$ cat src/rtl/skewed_lane_feeder_if.sv
// Load/stream bundle for the skewed lane feeder: burst handshake in,
// per-lane wavefront data and status out.
interface skewed_lane_feeder_if #(
  parameter int DATA_W = 8,
  parameter int DEPTH  = 7,
  parameter int LANES  = 4
) ();
  logic                          load_valid;
  logic                          load_ready;
  logic [LANES*DEPTH*DATA_W-1:0] load_data;
  logic                          enable;
  logic [LANES*DATA_W-1:0]       data_out;
  logic [LANES-1:0]              lane_valid;
  logic                          busy;
  logic                          done;

  modport master (
    output load_valid, load_data, enable,
    input  load_ready, data_out, lane_valid, busy, done
  );

  modport slave (
    input  load_valid, load_data, enable,
    output load_ready, data_out, lane_valid, busy, done
  );
endinterface

$ cat src/rtl/skewed_lane_feeder.sv
// Skewed multi-lane operand feeder: latches one burst, then streams it as a
// diagonal wavefront with lane i lagging lane 0 by i enabled steps.
module skewed_lane_feeder #(
  parameter int DATA_W = 8,
  parameter int DEPTH  = 7,
  parameter int LANES  = 4
) (
  input  logic                clk,
  input  logic                reset,
  skewed_lane_feeder_if.slave bus
);
  localparam int STEPS   = DEPTH + LANES - 1;
  localparam int STEP_W  = $clog2(STEPS + 1);
  localparam int BURST_W = LANES * DEPTH * DATA_W;
  localparam int OUT_W   = LANES * DATA_W;

  typedef enum logic [0:0] {ST_IDLE = 1'b0, ST_STREAM = 1'b1} state_t;

  state_t             r_state;
  state_t             w_state_nxt;
  logic [STEP_W-1:0]  r_step;
  logic [BURST_W-1:0] r_burst;
  logic [OUT_W-1:0]   r_data_out;
  logic [OUT_W-1:0]   w_data_nxt;
  logic [LANES-1:0]   r_lane_valid;
  logic [LANES-1:0]   w_valid_nxt;
  logic               r_done;
  logic               w_load;
  logic               w_fire;
  logic               w_last;

  assign w_load = (r_state == ST_IDLE) && bus.load_valid;
  assign w_fire = (r_state == ST_STREAM) && bus.enable;
  assign w_last = w_fire && (r_step == STEP_W'(STEPS - 1));

  // Wavefront slice for the current step; element 0 sits in the top bits of a lane slice.
  always_comb begin
    w_data_nxt  = '0;
    w_valid_nxt = '0;
    for (int i = 0; i < LANES; i++) begin
      for (int j = 0; j < DEPTH; j++) begin
        w_data_nxt[i*DATA_W +: DATA_W] = w_data_nxt[i*DATA_W +: DATA_W] |
          ((int'(r_step) == i + j) ? r_burst[(i*DEPTH + DEPTH - 1 - j)*DATA_W +: DATA_W]
                                   : {DATA_W{1'b0}});
        w_valid_nxt[i] = w_valid_nxt[i] | (int'(r_step) == i + j);
      end
    end
  end

  // Next-state selection.
  always_comb begin
    w_state_nxt = r_state;
    case (r_state)
      ST_IDLE: begin
        if (w_load) w_state_nxt = ST_STREAM;
        else        w_state_nxt = ST_IDLE;
      end
      ST_STREAM: begin
        if (w_last) w_state_nxt = ST_IDLE;
        else        w_state_nxt = ST_STREAM;
      end
      default: w_state_nxt = ST_IDLE;
    endcase
  end

  // State, step counter, burst register and registered outputs.
  always_ff @(posedge clk) begin
    if (reset) begin
      r_state      <= ST_IDLE;
      r_step       <= '0;
      r_burst      <= '0;
      r_data_out   <= '0;
      r_lane_valid <= '0;
      r_done       <= 1'b0;
    end else begin
      r_state <= w_state_nxt;
      r_done  <= w_last;
      if (w_load) begin
        r_burst <= bus.load_data;
        r_step  <= '0;
      end else if (w_fire) begin
        r_step <= w_last ? '0 : r_step + STEP_W'(1);
      end
      // Data holds between enabled steps; valid is a single-cycle pulse.
      if (w_fire) begin
        r_data_out   <= w_data_nxt;
        r_lane_valid <= w_valid_nxt;
      end else begin
        r_lane_valid <= '0;
      end
    end
  end

  assign bus.load_ready = (r_state == ST_IDLE);
  assign bus.busy       = (r_state == ST_STREAM);
  assign bus.data_out   = r_data_out;
  assign bus.lane_valid = r_lane_valid;
  assign bus.done       = r_done;
endmodule

$ cat src/flat_wrapper.sv
// flat-port wrapper written by rule: the top's interface ports become plain ports
module skewed_lane_feeder_flat 
#(
  parameter int DATA_W = 8,
  parameter int DEPTH  = 7,
  parameter int LANES  = 4
)
  (clk, reset, bus_load_valid, bus_load_data, bus_enable, bus_load_ready, bus_data_out, bus_lane_valid, bus_busy, bus_done);
  skewed_lane_feeder_if #(.DATA_W(DATA_W), .DEPTH(DEPTH), .LANES(LANES)) bus_i ();
  input  logic clk;
  input  logic reset;
  input wire logic [$bits(bus_i.load_valid)-1:0] bus_load_valid;
  input wire logic [$bits(bus_i.load_data)-1:0] bus_load_data;
  input wire logic [$bits(bus_i.enable)-1:0] bus_enable;
  output wire logic [$bits(bus_i.load_ready)-1:0] bus_load_ready;
  output wire logic [$bits(bus_i.data_out)-1:0] bus_data_out;
  output wire logic [$bits(bus_i.lane_valid)-1:0] bus_lane_valid;
  output wire logic [$bits(bus_i.busy)-1:0] bus_busy;
  output wire logic [$bits(bus_i.done)-1:0] bus_done;
  assign bus_i.load_valid = bus_load_valid;
  assign bus_i.load_data = bus_load_data;
  assign bus_i.enable = bus_enable;
  assign bus_load_ready = bus_i.load_ready;
  assign bus_data_out = bus_i.data_out;
  assign bus_lane_valid = bus_i.lane_valid;
  assign bus_busy = bus_i.busy;
  assign bus_done = bus_i.done;
  skewed_lane_feeder #(.DATA_W(DATA_W), .DEPTH(DEPTH), .LANES(LANES)) u_core (.clk(clk), .reset(reset), .bus(bus_i));
endmodule
$ cat config.mk
export PLATFORM = sky130hd
export DESIGN_NAME = skewed_lane_feeder_flat
export DESIGN_NICKNAME = d
export VERILOG_FILES = /design/src/rtl/skewed_lane_feeder_if.sv /design/src/rtl/skewed_lane_feeder.sv /design/src/flat_wrapper.sv
export SDC_FILE = /design/constraint.sdc
export NUM_CORES = 1
export LEC_CHECK = 0
export BUFFER_PORTS_ARGS = -buffer_cell sky130_fd_sc_hd__clkbuf_2
export CAP_MARGIN = 10
export CORE_ASPECT_RATIO = 1.2
export CORE_MARGIN = 2
export CORE_UTILIZATION = 48
export CTS_BUF_LIST = sky130_fd_sc_hd__clkbuf_4 sky130_fd_sc_hd__clkbuf_8 sky130_fd_sc_hd__clkbuf_16
export DETAILED_ROUTE_END_ITERATION = 8
export PLACE_DENSITY_LB_ADDON = 0.15
export SYNTH_ARGS = -nofsm -noshare
export SYNTH_HDL_FRONTEND = slang
export SYNTH_SLANG_ARGS = --single-unit
$ cat constraint.sdc
create_clock -name clk -period 1.75 [get_ports clk]
set_input_delay 0.35 -clock clk [delete_from_list [all_inputs] [get_ports clk]]
set_output_delay 0.35 -clock clk [all_outputs]
set_load 0.005 [all_outputs]
* After elaboration in Yosys (flattened, before gate mapping)
Cells that the tools add are included.
** Storage, ports and cells
- Bits in writable memories :: 0
- Memories kept :: 0
- Logic and storage cells :: 105
- ROM bits :: 0
- Bits in registers :: 266
- Latch bits :: 0
- Output and inout port bits :: 39
- Input bits :: 228
** Operators by class
- $lt $le $gt $ge :: 0
- Bitwise logic cells :: 50
- Shift operators :: 0
- $mul :: 0
- Equality and inequality tests :: 10
- Add/subtract/negate cells :: 1
- Reductions and logical operators :: 6
- Div/mod/pow operators :: 0
- Muxes and demuxes :: 32
** Operators with widths (count)
- $mux 8 :: 28
- $or 8x8->8 :: 24
- $eq 4x4->1 const B :: 7
- $or 1x1->1 :: 24
- $eq 4x3->1 const B :: 2
- $add 4x1->4 const B :: 1
- $eq 4x2->1 const B :: 1
- $logic_not 4->1 :: 1
- $mux 4 :: 1
- $reduce_or 2->1 :: 2
- $logic_and 1x1->1 :: 3
- $mux 1 :: 2
- $not 1->1 :: 2
- $pmux 1 s2 :: 1

* Logic depth before layout (Yosys ltp)
Gate-level depths: netlist of run 1.
- Word-level depth :: 8
- Gate-level depth with buffers :: 8
- Gate-level depth less buffers :: 5

* Worst setup path before layout of run 1
OpenSTA, ideal clock, no wires.
- Kind :: flip-flop to flip-flop
- Start point :: register u_core.r_step[0]
- End point :: register u_core.r_data_out[13], in the netlist u_core.bus.data_out[13]
- Cell stages (with the launch flop) :: 9
- Arrival :: 1.553 ns
- Buffers on the path :: 3
- Path slack :: 0.077 ns
- Clock period less this slack :: 1.673 ns
- Required time :: 1.630 ns
- Library setup time :: 0.120 ns
- Path through :: dfxtp_1 -> inv_1 -> ha_1 -> buf_2 -> buf_6 -> buf_2 -> a222oi_1 -> nor3_1 -> a211o_1
** Between the ends
- Cells in the longest elaborated chain, start to end :: 8
- Elaborated cells between the ends (all ways) :: 20
- Those cells by class :: eq/ne (7); mux (7); bitwise (6)
** Ends and longest elaborated chain
- from (decl) :: RTL line skewed_lane_feeder.sv:21 : logic [STEP_W-1:0] r_step;
- from (signal assigned) :: RTL line skewed_lane_feeder.sv:82 : r_step <= w_last ? '0 : r_step + STEP_W'(1);
- $eq 4x2->1 or $eq 4x3->1 (tied branches) :: RTL line skewed_lane_feeder.sv:43 : ((int'(r_step) == i + j) ? r_burst[(i*DEPTH + DEPTH - 1 - j)*DATA_W +: DATA_W]
- $mux 8 :: RTL line skewed_lane_feeder.sv:43
- $or 8x8->8 (5 in a row) :: RTL line skewed_lane_feeder.sv:42 : w_data_nxt[i*DATA_W +: DATA_W] = w_data_nxt[i*DATA_W +: DATA_W] |
- $or 8x8->8 (*) :: RTL line skewed_lane_feeder.sv:42
- to (signal assigned) :: RTL line skewed_lane_feeder.sv:86 : r_data_out <= w_data_nxt;
- to (decl) :: RTL line skewed_lane_feeder.sv:23 : logic [OUT_W-1:0] r_data_out;
Mark *: on every way between the ends. The rest lies on a longest branch, timed or not.
A chain may end at the register's enable or synchronous reset.

* Worst setup path after layout of run 1
- Start point :: register u_core.r_step[0]
- End point :: register u_core.r_data_out[20], in the netlist u_core.bus.data_out[20]
** Between the ends
- Cells in the longest elaborated chain, start to end :: 8
- Elaborated cells between the ends (all ways) :: 20
- Those cells by class :: eq/ne (7); mux (7); bitwise (6)
** Ends and longest elaborated chain (RTL line)
- $eq 4x3->1 :: skewed_lane_feeder.sv:43
- $mux 8 :: skewed_lane_feeder.sv:43
- $or 8x8->8 (5 in a row) :: skewed_lane_feeder.sv:42
- $or 8x8->8 (*) :: skewed_lane_feeder.sv:42
Marked as above.

==> metrics.yaml, run 1 <==
drc_errors: 0
multi_input_area_um2: 4840
dr.pass1.iters: 7
die_w_um: 141
synth_flop_cell: "dfxtp_1"
syn_nets: 1565
fmax_mhz: 581
drt_iter0_drc: 642
ys_ff_latch: 266
grtUsageTotal_pct: 24.8
antenna_found_initial: 1
cts_tree: "done"
arrival_ps: 2110
grt_max_degree: 109
synth_edf_count: 0
root_buffer: "clkbuf_16"
synthMostInstantiatedCell: "nand2_1"
crit_path_start_kind: "register"
slew_viol_final: 0
yosysWarnings: 0
period_needed_ps: 1720
port_buffers: 266
holdBufCountCts: 0
hold_viol_final: 0
status: "complete, no violations"
fp.coreArea_um2: 22200
cp_cell_sequence: "inv_1, ha_2, buf_4, a22o_1, o21ai_0, a211oi_1"
syn_inst: 1333
drive_above_1_share_pct: 24.9
area_growth_syn_to_layout_pct: 23.9
cts_buffers: 26
io_pins: 267
ant_nets: 0
synth_fa_ha_area_share_pct: 0.464
worst_pin_slew_ps: 690
slowest_delay_ps: 380
power_mw: 13.7
grt_pass1_wl_mm: 48.1
dp.cells: 1807
cts_max_level: 1
critPathMaxFanout: 14
synthTopCellsByArea: "dfxtp_1, nand2_1, a21oi_1"
cts_buffer_depth: 3
first_global_vias: 9386
setup_viol: 0
start_util_pct: 48.5
fin_worst_skew_ps: 6.38
ys_seq_area_share_pct: 49.4
clkLatencyLatePin_ps: 520
num_rows: 60
vias_per_cell: 5.46
vias: 10100
rsz0062_at_grt: "true"
wire_per_inst_um: 16.4
path_class: "reg2reg"
leakagePower_nw: 5.53
synth.avg_cell_area_um2: 8.08
seq_area_um2: 5330
nFillCells: 2066
overflow: 0
wl_mm: 30.5
die-area_um2: 23700
synth_compound_area_share_pct: 24.1
synth_top_family_by_area: "compound AO/OA/AOI/OAI gates"
clock_sinks: 266
yosysTopAreaCell: "dfxtp_1"
worst_slack_ps: 29.6
diodes: 0
finalCritPeriodShare_pct: 98.3
muxShareOfSynthArea_pct: 0.871
maxCapViolCount: 0
critPathSlowestCell: "dfxtp_4"
yosys.area_share.simple_pct: 18.9
post-route-util_pct: 60.1
instances_no_fill: 1857
synth-xor-area-share_pct: 0
syn_area_um2: 10800
hp-class: "in2reg"
synth.top_cells.by_count: "nand2_1, dfxtp_1, a21oi_1"
synth_top_area_share_pct: 49.4
dpl_worst_slack_ps: -4.18
power.density_nw_per_um2: 1030
fin_tns_setup_ps: 0
fin_nets: 1791
critPathCaptureType: "register"
critPathRequiredTime_ps: 2140
synth.distinct_cells: 44
synthArstFlopShare_pct: 0
vdd_ir_drop_max_mv: 0.842
path_clk_slew_ps: 60
dp_hpwl_mm: 21.8
gp_congestion: 0.844
slew_headroom_pct: 53.9
die_h_um: 168
[what timing repair did]
action | CTS | global route
setup buffers | 0 | 3
pin swaps | 0 | 3
gates resized for setup | 2 | 9
setup endpoints to repair | 3 | 21
[final cells by class]
type | count | share of cell area (%)
multi-input cells | 942 | 36.2
inverters | 3 | 0.0843
clock buffers | 39 | 5.92
well taps | 279 | 2.61
repair buffers | 320 | 14.3
flip-flops and latches | 266 | 39.9
clock inverters | 8 | 0.881
[cells in the final DEF (no fill, tap or decap), drive strengths merged, types with 4 or more instances in the layout]
master / n
a21oi: 237
a211oi: 18
o21bai: 7
a22o: 28
a22oi: 39
dfxtp: 266
nor3: 19
buf: 54
clkinv: 4
a31oi: 14
a211o: 9
o21ai: 8
nand2b: 6
nor2: 17
nand2: 463
clkbuf: 305
a221o: 8
a221oi: 17
a222oi: 10
mux2: 8
a32oi: 7
nand3: 4
ha: 4
[cells by family after synthesis]
group / count (synthesis)
AO/OA/AOI/OAI: 411
adder cells (fa/ha/maj): 4
buffers and inverters: 125
flip-flops: 266
multiplexers: 8
AND/OR/NAND/NOR: 519
[per-layer routing]
layer  track usage (%)  up-vias  share of wire [%]  wire length, um
li1                  -     5046                  -                -
met1              33.4     4684                 43            13200
met2              41.5      348                 48            14500
met3              3.61       56                6.4             1960
met4              7.74        2                2.8              855
met5                 0        -              0.052               16
[stage by stage]
step,instance area (um2),hold WS (ps)
CTS,13300,26.7
global route,13400,18.5
detailed placement,12400,447
floorplan,10800,433
finish,13400,40.7
global placement,12400,441
[power breakdown]
group / total (mW) / switching, mW / leakage, nW / internal, mW
registers: 6.58 / 0.203 / 2.18 / 6.38
clock network: 5.83 / 2.27 / 0.456 / 3.56
logic: 1.31 / 0.735 / 2.89 / 0.571
[state kept, by name, indices dropped and copies added (netlist names)]
register               count
u_core.r_step              4
u_core.bus.lane_valid      4
u_core.bus.done            1
u_core.bus.busy            1
u_core.bus.data_out       32
u_core.r_burst           224
[final timing paths]
check	startpoint	cells past startpoint	slack, ps	to
worst max register to register	u_core.r_step[0]	6	30	u_core.bus.data_out[20]
worst min-delay path	bus_load_data[43]	3	40	u_core.r_burst[43]
worst min register to register	u_core.r_burst[135]	2	450	u_core.r_burst[135]
worst max-delay path	u_core.r_step[0]	6	30	u_core.bus.data_out[20]
[critical path: cells and delay by family, from the launching register on]
| kind | cells | cell delay, ps |
|---|---|---|
| flops | 1 | 380 |
| fa+ha+maj | 1 | 240 |
| buf+inv | 2 | 300 |
| compound gates | 3 | 670 |
Power figures use the tool's default switching activity.
==> inputs of run 2 (changes only) <==
SETUP_SLACK_MARGIN = 0.15   (was default)
==> metrics.yaml, run 2 (synthesis gave the netlist of run 1 again) <==
status: "complete, no violations"
grt_max_degree: 108
path_clk_slew_ps: 60
io_pins: 267
drc_errors: 0
clkLatencyLatePin_ps: 530
worst_slack_ps: 88.3
fin_nets: 1806
grtUsageTotal_pct: 26.0
hp-class: "in2reg"
largest_reg_flops: 224
critPathRequiredTime_ps: 2170
crit_buf_inv: 1
fp.coreArea_um2: 22200
worst_pin_slew_ps: 689
final_common_cell: "nand2_1"
slowest_delay_ps: 390
nFillCells: 1997
top_register: "u_core.r_burst"
hold_viol_final: 0
gp_congestion: 0.844
die-area_um2: 23700
start_util_pct: 48.5
power.density_nw_per_um2: 979
cts_tree: "done"
critPathTopFamily: "compound AO/OA/AOI/OAI gates"
cts_max_level: 1
fin_worst_skew_ps: 12.2
critPathSlowestCell: "a222oi_1"
dp.cells: 1802
diodes: 0
critPathCaptureType: "register"
dr.pass1.iters: 5
wl_mm: 32.4
instances_no_fill: 1871
num_rows: 60
die_h_um: 168
power_mw: 13.6
rsz0062_at_grt: "true"
vias: 10300
fin_tns_setup_ps: 0
final_cell_mix: "nand2_1, clkbuf_2, dfxtp_1, a21oi_1, buf_4"
area_growth_syn_to_layout_pct: 28.7
clock_sinks: 266
fmax_mhz: 602
overflow: 0
finalCritPeriodShare_pct: 95.0
slew_headroom_pct: 53.9
cts_buffers: 27
grt_pass1_wl_mm: 50.0
maxCapViolCount: 0
period_needed_ps: 1660
slew_viol_final: 0
hold_ws_ps: 32.5
vias_per_cell: 5.52
cts_buffer_depth: 3
cp_cell_sequence: "ha_4, buf_12, a222oi_1, nor3_1, a211o_1"
die_w_um: 141
first_global_vias: 9685
leakagePower_nw: 5.73
dpl_worst_slack_ps: -41.9
port_buffers: 266
arrival_ps: 2080
drt_iter0_drc: 672
setup_viol: 0
dp_hpwl_mm: 21.6
antenna_found_initial: 0
wire_per_inst_um: 17.3
drive_above_1_share_pct: 27.8
crit_path_start_kind: "register"
ant_nets: 0
vdd_ir_drop_max_mv: 0.819
path_class: "reg2reg"
critPathMaxFanout: 17
root_buffer: "clkbuf_16"
[run 2: power breakdown]
part,internal [mW],leakage (nW),switching (mW)
registers,6.38,2.18,0.194
logic,0.610,3.10,0.776
clock network,3.28,0.440,2.34
[run 2: tightest hold or removal path: stages]
cell and delay (ps):
clkbuf_2 80, nand2_1 40, a21oi_1 50
[run 2: path summary, 6_finish.rpt]
path | cells past startpoint | to | slack (ps) | start
worst max register to register | 5 | u_core.bus.data_out[13] | 90 | u_core.r_step[0]
worst min register to register | 2 | u_core.r_burst[99] | 450 | u_core.r_burst[99]
worst min-delay path | 3 | u_core.r_burst[220] | 30 | bus_load_data[220]
worst max-delay path | 5 | u_core.bus.data_out[13] | 90 | u_core.r_step[0]
[run 2: metal layers]
layer	up-vias	routed length [um]	global-route usage [%]	part of all wire (%)
met1	4830	13800	34.5	43
met3	67	1950	2.93	6.0
met2	355	15700	44.4	49
met4	0	944	8.74	2.9
met5	-	0	0	0
li1	5079	-	-	-
[run 2: layout make-up]
type,instances,area [um2],share of cell area (%)
clock inverters,10,81.3,0.586
flip-flops and latches,266,5330,38.5
clock buffers,37,788,5.68
repair buffers,334,2220,16.0
inverters,3,13.8,0.0993
well taps,279,349,2.52
multi-input cells,942,5080,36.6
[run 2: repair_timing]
item / CTS / global route
endpoints found under the setup margin: 31 / 35
pin swaps: 13 / 17
hold buffers: 0 / 0
buffers inserted: 14 / 3
gates resized for setup: 40 / 31
gates cloned: 3 / 2
[run 2: per-stage QoR]
stage | instance area (um2) | util [%]
CTS | 13600 | 61.4
global route | 13900 | 62.4
finish | 13900 | 62.4
global placement | 12400 | 55.9
detailed placement | 12400 | 55.9
floorplan | 10800 | -
